<file path="config.mk">
export PLATFORM = sky130hd
export DESIGN_NAME = qcl_encode_thermo_pipe
export DESIGN_NICKNAME = d
export VERILOG_FILES = /design/src/rtl/qcl_thermo_pkg.sv /design/src/rtl/qcl_thermo_run_len.sv /design/src/rtl/qcl_encode_thermo_pipe.sv
export SDC_FILE = /design/constraint.sdc
export NUM_CORES = 1
export LEC_CHECK = 0
export ABC_AREA = 1
export CORE_MARGIN = 3
export CORE_UTILIZATION = 54
export DETAILED_ROUTE_END_ITERATION = 10
export PLACE_DENSITY = 0.85
export REMOVE_ABC_BUFFERS = 1
export SLEW_MARGIN = 20
export SYNTH_ARGS = -nofsm -noshare
export SYNTH_HDL_FRONTEND = slang
export SYNTH_SLANG_ARGS = --single-unit
</file>
<file path="constraint.sdc">
create_clock -name clk_i -period 6.4 [get_ports clk_i]
set_clock_uncertainty 0.15 [all_clocks]
set_input_delay 1.28 -clock clk_i [delete_from_list [all_inputs] [get_ports clk_i]]
set_output_delay 1.28 -clock clk_i [all_outputs]
set_load 0.01 [all_outputs]
</file>
<file path="src/rtl/qcl_thermo_pkg.sv">
// Shared types and helpers for the thermometer-code blocks.
// thermo_count_width(w) is the width needed to hold a count in 0..w.
package qcl_thermo_pkg;

    typedef enum logic {
        THERMO_HI_TO_LO = 1'b0,
        THERMO_LO_TO_HI = 1'b1
    } thermo_dir_e;

    function automatic int thermo_count_width(input int width);
        return (width < 1) ? 1 : $clog2(width + 1);
    endfunction

endpackage

</file>
<file path="src/rtl/qcl_thermo_run_len.sv">
// Combinational thermometer-mask encoder: anchored run length plus a flag
// for masks that are not a legal thermometer code.
module qcl_thermo_run_len
    import qcl_thermo_pkg::*;
#(
    parameter int width_p    = 8,
    parameter bit lo_to_hi_p = 1'b1
) (
    input  logic [width_p-1:0]                        mask,
    output logic [thermo_count_width(width_p)-1:0]    count,
    output logic                                      err
);

    localparam int          count_width_lp = thermo_count_width(width_p);
    localparam thermo_dir_e dir_lp         = lo_to_hi_p ? THERMO_LO_TO_HI : THERMO_HI_TO_LO;

    logic [width_p-1:0] norm;
    logic               seen_zero;
    int                 run;

    // Normalise so the run always starts at bit 0, then scan upward; any 1
    // after the first 0 makes the mask illegal.
    always_comb begin
        // NOTE: every variable gets a default first so no latch is inferred.
        norm      = '0;
        run       = 0;
        seen_zero = 1'b0;
        err       = 1'b0;
        for (int i = 0; i < width_p; i++) begin
            norm[i] = (dir_lp == THERMO_LO_TO_HI) ? mask[i] : mask[width_p-1-i];
        end
        // NOTE: blocking assignments here, because later loop iterations
        // read values written by earlier ones in the same evaluation.
        for (int i = 0; i < width_p; i++) begin
            if (!norm[i]) begin
                seen_zero = 1'b1;
            end else if (seen_zero) begin
                err = 1'b1;
            end else begin
                run = run + 1;
            end
        end
    end

    assign count = count_width_lp'(run);

endmodule

</file>
<file path="src/rtl/qcl_encode_thermo_pipe.sv">
// Two-stage valid/ready pipeline turning thermometer masks back into counts.
// Define QCL_ENCODE_THERMO_ERRCNT_EN to build the saturating illegal-mask counter.
module qcl_encode_thermo_pipe
    import qcl_thermo_pkg::*;
#(
    parameter int width_p         = 8,
    parameter bit lo_to_hi_p      = 1'b1,
    parameter int err_cnt_width_p = 8
) (
    input  logic                                      clk_i,
    input  logic                                      reset_n_i,
    input  logic                                      v_i,
    input  logic [width_p-1:0]                        mask_i,
    output logic                                      ready_o,
    output logic                                      v_o,
    output logic [thermo_count_width(width_p)-1:0]    count_o,
    output logic                                      err_o,
    input  logic                                      ready_i,
    input  logic                                      clear_i,
    output logic [err_cnt_width_p-1:0]                err_count_o
);

    localparam int count_width_lp = thermo_count_width(width_p);

    if (width_p < 1) begin : g_width_check
        $fatal(1, "qcl_encode_thermo_pipe: width_p must be >= 1");
    end

    logic                      s1_v;
    logic [width_p-1:0]        s1_mask;
    logic                      s2_v;
    logic [count_width_lp-1:0] s2_count;
    logic                      s2_err;
    logic [count_width_lp-1:0] rl_count;
    logic                      rl_err;
    logic                      s1_adv;
    logic                      s2_adv;

    assign s2_adv  = !s2_v || ready_i;
    assign s1_adv  = !s1_v || s2_adv;
    assign ready_o = s1_adv;

    always_ff @(posedge clk_i or negedge reset_n_i) begin
        if (!reset_n_i) begin
            s1_v <= 1'b0;
        end else if (s1_adv) begin
            s1_v <= v_i;
        end
    end

    // NOTE: s1_mask is data only and always qualified by s1_v, so it is
    // deliberately left without a reset.
    always_ff @(posedge clk_i) begin
        if (s1_adv && v_i) begin
            s1_mask <= mask_i;
        end
    end

    qcl_thermo_run_len #(
        .width_p    (width_p),
        .lo_to_hi_p (lo_to_hi_p)
    ) u_run_len (
        .mask  (s1_mask),
        .count (rl_count),
        .err   (rl_err)
    );

    always_ff @(posedge clk_i or negedge reset_n_i) begin
        if (!reset_n_i) begin
            s2_v     <= 1'b0;
            s2_count <= '0;
            s2_err   <= 1'b0;
        end else if (s2_adv) begin
            s2_v <= s1_v;
            if (s1_v) begin
                s2_count <= rl_count;
                s2_err   <= rl_err;
            end
        end
    end

    assign v_o     = s2_v;
    assign count_o = s2_count;
    assign err_o   = s2_err;

`ifdef QCL_ENCODE_THERMO_ERRCNT_EN
    logic [err_cnt_width_p-1:0] err_count;

    // Clear wins over a same-cycle increment; the count sticks at all-ones.
    always_ff @(posedge clk_i or negedge reset_n_i) begin
        if (!reset_n_i) begin
            err_count <= '0;
        end else if (clear_i) begin
            err_count <= '0;
        end else if (s2_v && ready_i && s2_err && (err_count != '1)) begin
            err_count <= err_count + err_cnt_width_p'(1);
        end
    end

    assign err_count_o = err_count;
`else
    logic unused_clear;

    assign unused_clear = clear_i;
    assign err_count_o  = '0;
`endif

endmodule

</file>
==> metrics.md <==
| Metric | Value |
|---|---|
| Status | `completed` |
| Crit Path Category | `register to register` |
| P per Cell Area | `180 nW/um^2` |
| Top cell by count, worst path | `nand2_1` |
| Tmin final | `4.03 ns` |
| Vias in the first global route | `1,035` |
| Setup TNS | `0 ns` |
| Detail Route Antenna Nets | `0` |
| CP arrival | `about 4 ns` |
| Final hold violation count | `0` |
| CP max-delay cell | `edfxtp_1` |
| Layout area overhead | `16.6%` |
| Critical R2R Capture | `count_o[1]` |
| Core Region | `2060 sq um` |
| Worst hold slack | `0.344 ns` |
| DR WL/cell | `10.7 um` |
| CTS buffer count | `3` |
| Die Y | `between 50 and 60 um` |
| Via/cell ratio | `about 5` |
| Commonest non-fill, non-tap cells in the layout | `nand2_1 (45), inv_1 (22), clkdlybuf4s50_1 (18)` |
| Yosys warning total | `0` |
| Util after Layout | `roughly 70%` |
| Netlist Area Pre-Place | `1240 sq um` |
| Top-level port count | `28` |
| Commonest non-fill, non-tap cell in the layout | `nand2_1` |
| Max_cap viols | `0` |
| Reg2Reg Setup Slack | `2.37 ns` |
| PostCTS Resize Cnt | `0` |
| Total track usage | `between 10% and 20%` |
| ANT cells | `0` |
| Max-slew violation count | `0` |
| Worst Path Max Fanout | `7` |
| Count of state elements after synthesis | `15` |
| Crit path depth | `26` |
| Worst-path clk slew | `0.08 ns` |
| Die width | `54.0 um` |
| Global route total overflow | `0` |
| Worst Setup Slack, final | `2.37 ns` |
| DP Cell Count | `210` |
| Cts hold-fix bufs | `0` |
| Pre-antenna DRT Iters | `4` |
| Avg Inst Size Synth | `between 7 and 8 sq um` |
| Sequential cell area fraction in the yosys report | `33.4%` |
| CP endpoint | `count_o[1]` |
| CTS Root Cell | `clkbuf_4` |
| Final nets | `206` |
| RSZ-0062 raised after global routing | `no` |
| Setup crit start | `s1_mask[0]` |
| Cell class contributing the biggest share of worst-path delay | `simple AND/OR/NAND/NOR gates` |
| Initial antenna violation count | `0` |
| Max Root-Sink Buffers | `2` |
| R2R cell count | `26` |
| F_max | `248 MHz` |
| Synth unique cells | `32` |
| Residual DRC | `0` |
| CTS tree | `built` |
| Reg2reg start | `s1_mask[0]` |
| H-tree depth | `1` |
| Iteration-0 DRC Markers | `13` |
| Worst skew pair latency | `0.26 ns` |
| CP Capture Type | `register` |
| Final setup violation count | `0` |
| CP required | `6.39 ns` |
| Detailed-route via count | `between 1,000 and 1,500` |
| Crit start category | `register` |
| VDD IR-drop max | `0.000192 V` |
| Post-synthesis cell count | `roughly 170` |
| Worst slack at placement | `2.42 ns` |
| Largest net degree at the start of global routing | `11` |
| Port-buffer cells | `18` |
| Slowest Stage Delay on Critical Path | `0.44 ns` |
| First-pass GRT wire length | `3950 um` |
| Leakage | `0.725 nW` |
| Rows | `16` |
| Routed wire length | `2290 um` |
| Initial core utilization | `60.4%` |
| Share of layout cells above drive strength 1 | `17.1%` |
| Post-detail-place hpwl | `1930 um` |
| DIE AREA | `2920 sq um` |
| Hold Path Class | `register to register` |
| Fraction of the cycle the final worst path needs | `63.0%` |
| Final GP Congestion | `between 0.8 and 0.9` |
| Cell Count, Final, Fillers Out | `between 200 and 250` |
| Buf/Inv on CP | `4` |
| Post-CTS setup buffers | `0` |
| Clock Sinks | `15` |
-- worst register-to-register path, delay by kind of cell (launching register included) --
kind,cells,cell delay (ns)
AOI/OAI and AO/OA,5,0.79
buffers and inverters,4,0.24
DFF,1,0.44
adders and majority gates,4,1.13
and+or+nand+nor,13,1.17
-- flip-flops by register name (all words and copies together), names as in the netlist --
register,count
err_o,1
v_o,1
s1_mask,8
s1_v,1
count_o,4
-- cell families (layout without fill, tap and decap cells) --
kind of cell             after synthesis  in the layout  synth area share (%)
XOR/XNOR                               1              1                 0.704
AO/OA/AOI/OAI                         17             17                  8.74
adder cells (fa/ha/maj)                5              5                  5.03
buffers and inverters                 36             50                  13.6
AND/OR/NAND/NOR                       91             91                  38.3
flip-flops                            15             15                  33.4
other                                  1              8                 0.301
-- where the power goes --
| group | leakage [nW] | switching (mW) | total [mW] | internal [mW] |
|---|---|---|---|---|
| clock network | 0.0150 | 0.0250 | 0.0490 | 0.0240 |
| registers | 0.165 | 0.00817 | 0.123 | 0.115 |
| logic | 0.545 | 0.0508 | 0.0898 | 0.0390 |
| total | 0.725 | 0.0839 | 0.262 | 0.178 |
-- area by class of cell --
cell class / instances / area (sq um)
Clock buffer: 4 / 26.3
Fill cell: 169 / 611
Inverter: 28 / 109
Multi-Input combinational cell: 122 / 687
Sequential cell: 15 / 415
Tap cell: 27 / 33.8
Timing Repair Buffer: 18 / 180
-- cell usage after synthesis, drive strengths merged --
cell type   n  area (sq um)
conb        1          3.75
buf         8          60.1
edfxtp      8           240
o21ai       8          43.8
nand3      19           120
ha          5          62.6
nand4       2          12.5
nand3b      1          7.51
nor2       12          81.3
xor2        1          8.76
dfrtp       7           175
a22o        1          8.76
clkinv      2          8.75
o31ai       2          15.0
inv        26           100
a21oi       4          27.5
nor3b       1          7.51
o21bai      1          7.51
a31oi       1          6.26
nand2      56           248
-- worst min-delay path by stage --
stage	start	endpoint	slack (ns)	cells after the start
floorplan	count_o[3]	count_o[3]	0.37	2
global placement	count_o[3]	count_o[3]	0.32	2
detailed placement	count_o[3]	count_o[3]	0.33	2
CTS	count_o[3]	count_o[3]	0.35	2
global route	count_o[0]	count_o[0]	0.37	2
finish	count_o[0]	count_o[0]	0.34	2
-- metrics by stage --
stage / cell area [sq um] / power, mW
finish: 1450 / 0.262
global route: 1450 / 0.279
CTS: 1450 / 0.264
detailed placement: 1430 / 0.214
global placement: 1430 / 0.211
floorplan: 1210 / 0.179
-- layer usage --
metal / vias up / routed length, um / GRT usage [%]
met5: - / 0 / 0
met4: 0 / 14 / 3.73
met3: 2 / 67 / 0.831
met2: 23 / 1120 / 34.3
met1: 488 / 1080 / 21.6
li1: 562 / - / -
Note: power is estimated with default switching activity, not from simulation.
